<file path="config.mk">
export PLATFORM = sky130hd
export DESIGN_NAME = computie_bus_tracer
export DESIGN_NICKNAME = d
export VERILOG_FILES = /design/src/rtl/computie_bus_pkg.sv /design/src/rtl/bus_edge_sync.sv /design/src/rtl/computie_bus_tracer.sv
export SDC_FILE = /design/constraint.sdc
export NUM_CORES = 2
export LEC_CHECK = 0
export CAP_MARGIN = 5
export CORE_ASPECT_RATIO = 1.2
export CORE_MARGIN = 1.5
export CORE_UTILIZATION = 49
export DETAILED_ROUTE_END_ITERATION = 8
export DONT_BUFFER_PORTS = 1
export PLACE_DENSITY_LB_ADDON = 0.25
export SLEW_MARGIN = 10
export SYNTH_ARGS = -nofsm -noshare
export SYNTH_HDL_FRONTEND = slang
export SYNTH_SLANG_ARGS = --single-unit
export TNS_END_PERCENT = 30
</file>
<file path="constraint.sdc">
create_clock -name comm_clock -period 4.1 [get_ports comm_clock]
set_input_delay 0.205 -clock comm_clock [delete_from_list [all_inputs] [get_ports comm_clock]]
set_output_delay 0.205 -clock comm_clock [all_outputs]
set_load 0.02 [all_outputs]
</file>
<file path="src/rtl/computie_bus_pkg.sv">
// Shared encodings for the Computie bus tracer: FSM states, flag-byte layout,
// trigger modes and the per-entry byte count of the dump stream.
package computie_bus_pkg;

    typedef enum logic [2:0] {
        ST_IDLE,
        ST_FILL,
        ST_POST,
        ST_DONE,
        ST_DUMP
    } state_e;

    // Flag byte is {kind, rw, berr, 5'b0}; kind 0 = address entry, 1 = data entry.
    localparam int FLAG_KIND = 7;
    localparam int FLAG_RW   = 6;
    localparam int FLAG_BERR = 5;

    localparam logic [1:0] TRIG_IMMEDIATE = 2'd0;
    localparam logic [1:0] TRIG_ADDR      = 2'd1;
    localparam logic [1:0] TRIG_EXT       = 2'd2;
    localparam logic [1:0] TRIG_BERR      = 2'd3;

    function automatic int ENTRY_BYTES(input int bitwidth);
        return 1 + bitwidth / 8;
    endfunction

endpackage

</file>
<file path="src/rtl/bus_edge_sync.sv">
// Two-flop synchronisers for the asynchronous bus controls, plus one-cycle
// address (AS falling) and data (first DS+DSACK per AS cycle) event pulses.
module bus_edge_sync (
    input  logic comm_clock,
    input  logic reset,
    input  logic cb_addr_strobe,
    input  logic cb_data_strobe,
    input  logic cb_read_write,
    input  logic cb_dsack0,
    input  logic cb_dsack1,
    input  logic cb_berr,
    output logic addr_event,
    output logic data_event,
    output logic rw,
    output logic berr
);

    // Bit order: {berr, dsack1, dsack0, rw, ds, as}; all idle high.
    logic [5:0] meta;
    logic [5:0] sync;
    logic       as_prev;
    logic       data_seen;

    always_ff @(posedge comm_clock or negedge reset) begin
        if (!reset) begin
            meta      <= '1;
            sync      <= '1;
            as_prev   <= 1'b1;
            data_seen <= 1'b0;
        end else begin
            meta    <= {cb_berr, cb_dsack1, cb_dsack0, cb_read_write, cb_data_strobe, cb_addr_strobe};
            sync    <= meta;
            as_prev <= sync[0];
            if (sync[0])
                data_seen <= 1'b0;
            else if (data_event)
                data_seen <= 1'b1;
        end
    end

    // A data phase coinciding with the address edge is deferred one cycle.
    assign addr_event = as_prev & ~sync[0];
    assign data_event = ~sync[0] & ~addr_event & ~sync[1] & ~(sync[3] & sync[4]) & ~data_seen;
    assign rw         = sync[2];
    assign berr       = ~sync[5];

endmodule

</file>
<file path="src/rtl/computie_bus_tracer.sv">
// Triggered circular-buffer tracer for the Computie bus; the captured window
// is replayed as a byte stream (flag byte, then AD word MSB-first) on demand.
module computie_bus_tracer
    import computie_bus_pkg::*;
#(
    parameter int BITWIDTH    = 32,
    parameter int DEPTH       = 64,
    parameter int PRE_TRIGGER = 16
) (
    input  logic                       comm_clock,
    input  logic                       reset,
    input  logic                       arm,
    input  logic [1:0]                 trig_mode,
    input  logic                       trig_ext,
    input  logic [BITWIDTH-1:0]        match_addr,
    input  logic [BITWIDTH-1:0]        match_mask,
    input  logic                       dump_start,
    output logic                       out_valid,
    input  logic                       out_ready,
    output logic [7:0]                 out_data,
    input  logic                       cb_clk,
    input  logic                       cb_addr_strobe,
    input  logic                       cb_data_strobe,
    input  logic                       cb_read_write,
    input  logic                       cb_dsack0,
    input  logic                       cb_dsack1,
    input  logic                       cb_berr,
    input  logic [BITWIDTH-1:0]        cb_addr_data_bus,
    output logic                       armed,
    output logic                       triggered,
    output logic                       done,
    output logic [$clog2(DEPTH):0]     entry_count
);

    localparam int AW = $clog2(DEPTH);
    localparam int CW = AW + 1;
    localparam int EW = BITWIDTH + 8;
    localparam int NB = ENTRY_BYTES(BITWIDTH);
    localparam int BW = $clog2(NB);
    localparam logic [CW-1:0] PRE_MAX   = CW'(PRE_TRIGGER);
    localparam logic [CW-1:0] POST_LEN  = CW'(DEPTH - PRE_TRIGGER);
    localparam logic [CW-1:0] POST_LAST = CW'(DEPTH - PRE_TRIGGER - 1);
    localparam logic [CW-1:0] ONE_LEFT  = CW'(1);
    localparam logic [BW-1:0] LAST_BYTE = BW'(NB - 1);

    // Events are timed off the strobes, so the bus clock is not needed.
    logic unused_cb_clk;
    assign unused_cb_clk = cb_clk;

    logic addr_event, data_event, ev_rw, ev_berr, ev_hit;
    logic [EW-1:0] ev_entry;

    bus_edge_sync u_sync (
        .comm_clock     (comm_clock),
        .reset          (reset),
        .cb_addr_strobe (cb_addr_strobe),
        .cb_data_strobe (cb_data_strobe),
        .cb_read_write  (cb_read_write),
        .cb_dsack0      (cb_dsack0),
        .cb_dsack1      (cb_dsack1),
        .cb_berr        (cb_berr),
        .addr_event     (addr_event),
        .data_event     (data_event),
        .rw             (ev_rw),
        .berr           (ev_berr)
    );

    assign ev_hit   = addr_event | data_event;
    assign ev_entry = {data_event, ev_rw, ev_berr, 5'b0, cb_addr_data_bus};

    state_e          state, state_n;
    logic [AW-1:0]   wr_ptr, trig_idx, rd_addr;
    logic [CW-1:0]   pre_cnt, post_cnt, ent_left;
    logic [BW-1:0]   byte_idx;
    logic [BITWIDTH-1:0] sh_word;
    logic [EW-1:0]   rd_q;
    logic            loading, priming;
    logic            fire, wr_en, restart, dump_last;

    logic [EW-1:0] mem [DEPTH];

    always_comb begin
        // NOTE: every combinational output gets a default first so no path infers a latch.
        fire = 1'b0;
        case (trig_mode)
            TRIG_IMMEDIATE: fire = 1'b1;
            TRIG_ADDR:      fire = addr_event &&
                                   ((cb_addr_data_bus & match_mask) == (match_addr & match_mask));
            TRIG_EXT:       fire = trig_ext;
            default:        fire = ev_berr;
        endcase
        fire = fire & ev_hit;
    end

    assign restart   = arm && (state != ST_DUMP);
    assign dump_last = out_valid && out_ready && !loading && (byte_idx == LAST_BYTE) && (ent_left == ONE_LEFT);

    always_comb begin
        state_n = state;
        wr_en   = 1'b0;
        case (state)
            ST_IDLE: if (arm) state_n = ST_FILL;
            ST_FILL: begin
                if (arm) begin
                    state_n = ST_FILL;
                end else if (ev_hit) begin
                    wr_en = 1'b1;
                    if (fire) state_n = (POST_LEN == ONE_LEFT) ? ST_DONE : ST_POST;
                end
            end
            ST_POST: begin
                if (arm) begin
                    state_n = ST_FILL;
                end else if (ev_hit) begin
                    wr_en = 1'b1;
                    if (post_cnt == POST_LAST) state_n = ST_DONE;
                end
            end
            ST_DONE: begin
                if (arm)             state_n = ST_FILL;
                else if (dump_start) state_n = ST_DUMP;
            end
            ST_DUMP: if (dump_last) state_n = ST_DONE;
            default: state_n = ST_IDLE;
        endcase
    end

    always_ff @(posedge comm_clock or negedge reset) begin
        if (!reset) begin
            state       <= ST_IDLE;
            wr_ptr      <= '0;
            trig_idx    <= '0;
            rd_addr     <= '0;
            pre_cnt     <= '0;
            post_cnt    <= '0;
            ent_left    <= '0;
            byte_idx    <= '0;
            sh_word     <= '0;
            loading     <= 1'b0;
            priming     <= 1'b0;
            out_valid   <= 1'b0;
            out_data    <= '0;
            armed       <= 1'b0;
            triggered   <= 1'b0;
            done        <= 1'b0;
            entry_count <= '0;
        end else begin
            // NOTE: sequential state uses non-blocking assignment so every flop samples pre-edge values.
            state     <= state_n;
            armed     <= state_n inside {ST_FILL, ST_POST};
            triggered <= state_n inside {ST_POST, ST_DONE, ST_DUMP};
            done      <= state_n inside {ST_DONE, ST_DUMP};

            if (restart) begin
                wr_ptr      <= '0;
                pre_cnt     <= '0;
                post_cnt    <= '0;
                entry_count <= '0;
            end else if (wr_en) begin
                wr_ptr <= wr_ptr + 1'b1;
                if (state == ST_FILL && fire) begin
                    trig_idx <= wr_ptr;
                    post_cnt <= ONE_LEFT;
                end else if (state == ST_FILL) begin
                    if (pre_cnt != PRE_MAX) pre_cnt <= pre_cnt + 1'b1;
                end else begin
                    post_cnt <= post_cnt + 1'b1;
                end
                if (state_n == ST_DONE) entry_count <= pre_cnt + POST_LEN;
            end

            // Dump: one priming cycle for the first read, then rd_addr runs one entry ahead.
            if (state == ST_DONE && state_n == ST_DUMP) begin
                rd_addr  <= trig_idx - pre_cnt[AW-1:0];
                ent_left <= entry_count;
                loading  <= 1'b1;
                priming  <= 1'b1;
            end else if (state == ST_DUMP) begin
                if (loading) begin
                    if (priming) begin
                        priming <= 1'b0;
                    end else begin
                        out_valid <= 1'b1;
                        out_data  <= rd_q[EW-1 -: 8];
                        sh_word   <= rd_q[BITWIDTH-1:0];
                        byte_idx  <= '0;
                        loading   <= 1'b0;
                        rd_addr   <= rd_addr + 1'b1;
                    end
                end else if (out_valid && out_ready) begin
                    if (byte_idx == LAST_BYTE) begin
                        out_valid <= 1'b0;
                        ent_left  <= ent_left - 1'b1;
                        if (ent_left != ONE_LEFT) loading <= 1'b1;
                    end else begin
                        out_data <= sh_word[BITWIDTH-1 -: 8];
                        sh_word  <= sh_word << 8;
                        byte_idx <= byte_idx + 1'b1;
                    end
                end
            end
        end
    end

    // NOTE: the trace RAM has no reset; its contents are only meaningful once a capture completes.
    always_ff @(posedge comm_clock) begin
        if (wr_en) mem[wr_ptr] <= ev_entry;
        rd_q <= mem[rd_addr];
    end

endmodule

</file>
==> summary.txt <==
IO buf count = 0
Die Y = 476 microns
Ys Warns = 0
Syn Std Cell Area = 91500 sq um
drt wl/cell = 33.8 microns
Area Growth Syn to Fin = 14.3%
Startpoint Class = flip-flop
Fin Setup TNS = 0 ns
synth cell count leaders = edfxtp_1 (2240), mux4_2 (735), dfrtp_1 (99)
# nets final = 4262
Critical Path RT = 4.57 ns
Gate Count Post-Synth = 3845
largest net degree at the start of global routing = 100
syn_nets = 3974
overall via count from detail_route = 42100
Detail Route Antenna Nets = 0
GR peak layer = met2
sinks on the clock net = 2387
Synth async-reset ratio = 0.0469
initial antenna violation count = 20
post-synth top area share = 0.735
Net Sw Frac = 0.267
total track usage = 0.245
TritonCTS clock tree = yes
Logic pwr share = 0.246
Root Driver = clkbuf_16
GPL Wtd Cong = 0.818
FP Rows = 173
htree depth = 4
Hold Violations, Final = 0
IO Count = 130
max-slew violations = 0
library cells used by synthesis = 58
first-pass GRT wire length = 322000 microns
met1 Resource Use GR = 0.330
Hold WC Path Type = in -> reg
met3 Track Usage GR = 0.0511
top cells by area, synth = edfxtp_1 (74%), mux4_2 (18%), dfrtp_1 (2.7%), dfxtp_1 (0.77%), xor2_1 (0.43%)
Seq pwr share = 0.442
# setup viols final = 0
Post-Route WL = 229000 microns
total setup buffers inserted after CTS = 0
Hold Slack = 0.0869 ns
EDFF count, synth = 2240
Avg Cell Area, Syn = 23.8 sq um
Seq cells post-synth = 2387
dominant cell type by area after synthesis = edfxtp_1
Post-Route Skew = 0.0261 ns
Worst Path Max Fanout = 25
CP Capture Type = flip-flop
grt total ovfl = 0
die width = 397 microns
via/cell ratio = 6.20
Clk network pwr share = 0.311
status = complete, but fails checks
Power Density = 611 nW/um^2
TritonCTS Buffers = 216
Slew @ Worst Pin = 1.18 ns
failing checks = design-rule violations
DR iter-0 viols = 4939
Leakage = 0.0327 uW
Clock Path Buffers = 3
drt drc = 46
layout cells sized above 1 = 0.313
CTS clk-pin slew, worst paths = 0.06 ns
internal power = 46700 uW
die area = 189000 sq um
Max Fclk = 295 MHz
Initial Util = 0.494
Most used DFF post-synth = edfxtp_1
sequential area share after synthesis = 0.774
DP HPWL = 128000 microns
crit path time final = 3.39 ns
NetSw = 17100 uW
max-cap viol count = 0
critical path class = reg -> reg
final period utilization = 0.828
IR Drop Worst-Case VDD = 0.603 mV
DR pass1 iterations = 9
RSZ-0062 raised after global routing = no
WP data arrival = 3.87 ns
Core ar. = 185000 sq um
vias in the first global route = 43100
Slew HR = 0.215
met2 GRT Util = 0.401
Worst-Skew Late Latency = 0.85 ns
count leader, synth = edfxtp_1
[cells in the final DEF (no fill, tap or decap), types with 5 or more instances in the layout]
cell type and count:
a21o_1 5, a21oi_1 24, a22o_1 8, a22oi_1 14, buf_12 57, buf_16 27, buf_4 131, bufinv_16 19
clkbuf_1 59, clkbuf_16 219, clkbuf_8 5, clkinv_1 48, clkinv_2 33, clkinvlp_4 5, dfrtp_1 92, dfrtp_4 5
dfstp_2 13, dfxtp_1 35, diode_2 19, dlygate4sd3_1 51, edfxtp_1 2240, ha_1 17, inv_1 20, mux2_2 6
mux2i_1 31, mux4_2 735, nand2_1 84, nand2b_1 11, nand3_1 21, nand3b_1 7, nand4_1 13, nor2_1 21
nor2_4 64, nor2b_1 6, nor3_1 6, o21ai_0 61, xnor2_1 9, xor2_1 45
[worst max-delay path: stages (launching register included)]
cell and delay [ns]:
dfrtp_1 0.40, a211o_1 0.29, a21oi_2 0.26, nand3_1 0.23, nor2_1 0.33, nand2_1 0.60, nor2_4 0.29, buf_4 0.56
[final timing paths]
kind / startpoint / to / slack, ns / cells past startpoint
worst max-delay path: u_sync.data_seen / mem[11][1] / 0.71 / 7
worst min-delay path: match_mask[7] / pre_cnt[0] / 0.09 / 6
worst max register to register: u_sync.data_seen / mem[11][1] / 0.71 / 7
worst min register to register: u_sync.meta[0] / u_sync.sync[0] / 0.36 / 0
max in group asynchronous: reset / rd_addr[2] / 2.93 / 4
min in group asynchronous: reset / u_sync.as_prev / 0.59 / 3
[through the flow]
step | instance area, sq um | instances | total power, uW | utilization | setup slack [ns]
6_report | 105000 | 6786 | 63800 | 0.564 | 0.706
5_1_grt | 104000 | 6780 | 66000 | 0.564 | 0.644
4_1_cts | 104000 | 6767 | 64400 | 0.564 | 0.794
3_5_place_dp | 96100 | 6280 | 44300 | 0.519 | 0.838
3_3_place_gp | 96100 | 6280 | 44200 | 0.519 | 0.806
2_1_floorplan | 91500 | 3845 | 39500 | - | 0.430
[layout make-up]
cell class                      count  area (sq um)
Clock buffer                      283          5770
Clock inverter                    119          1170
Inverter                           20          75.1
Tap cell                         2450          3070
Multi-Input combinational cell   1242         20200
Fill cell                       13400         80800
Sequential cell                  2387         70800
Antenna cell                       19          47.5
Timing Repair Buffer              266          3380
[cells by family after synthesis]
family | count (synthesis) | share of synthesized area
AND/OR/NAND/NOR | 264 | 0.0137
multiplexers | 772 | 0.185
XOR/XNOR | 54 | 0.00517
adder cells (fa/ha/maj) | 18 | 0.00254
buffers and inverters | 216 | 0.0106
flip-flops | 2387 | 0.774
AO/OA/AOI/OAI | 134 | 0.00888
[flip-flops by register name (all words and copies together), names as in the netlist]
signal            cells
ent_left              7
u_sync.sync           6
entry_count           7
rd_addr               6
trig_idx              6
u_sync.as_prev        1
triggered             1
out_data              8
post_cnt              7
u_sync.meta           6
rd_q                 35
armed                 1
byte_idx              3
sh_word              32
pre_cnt               7
wr_ptr                6
priming               1
u_sync.data_seen      1
done                  1
loading               1
out_valid             1
state                 3
mem                2240
[layer usage]
metal	wire length [microns]	share of wire	vias up
li1	-	-	17000
met1	89300	0.39	23000
met2	115000	0.50	1683
met3	17900	0.078	348
met4	6950	0.030	12
met5	69	0.00030	-
[power by group through the flow]
stage	registers, uW	clock network (uW)	logic, uW
6_report	28200	19900	15700
5_1_grt	28200	21100	16600
4_1_cts	28200	20200	16000
3_5_place_dp	28700	0	15500
3_3_place_gp	28700	0	15500
2_1_floorplan	27900	0	11600
[repair_timing]
action,CTS,global route
hold buffers,85,0
endpoints found under the hold margin,2223,0
gates resized for setup,0,0
No activity file was read; power rests on OpenSTA's default activity.
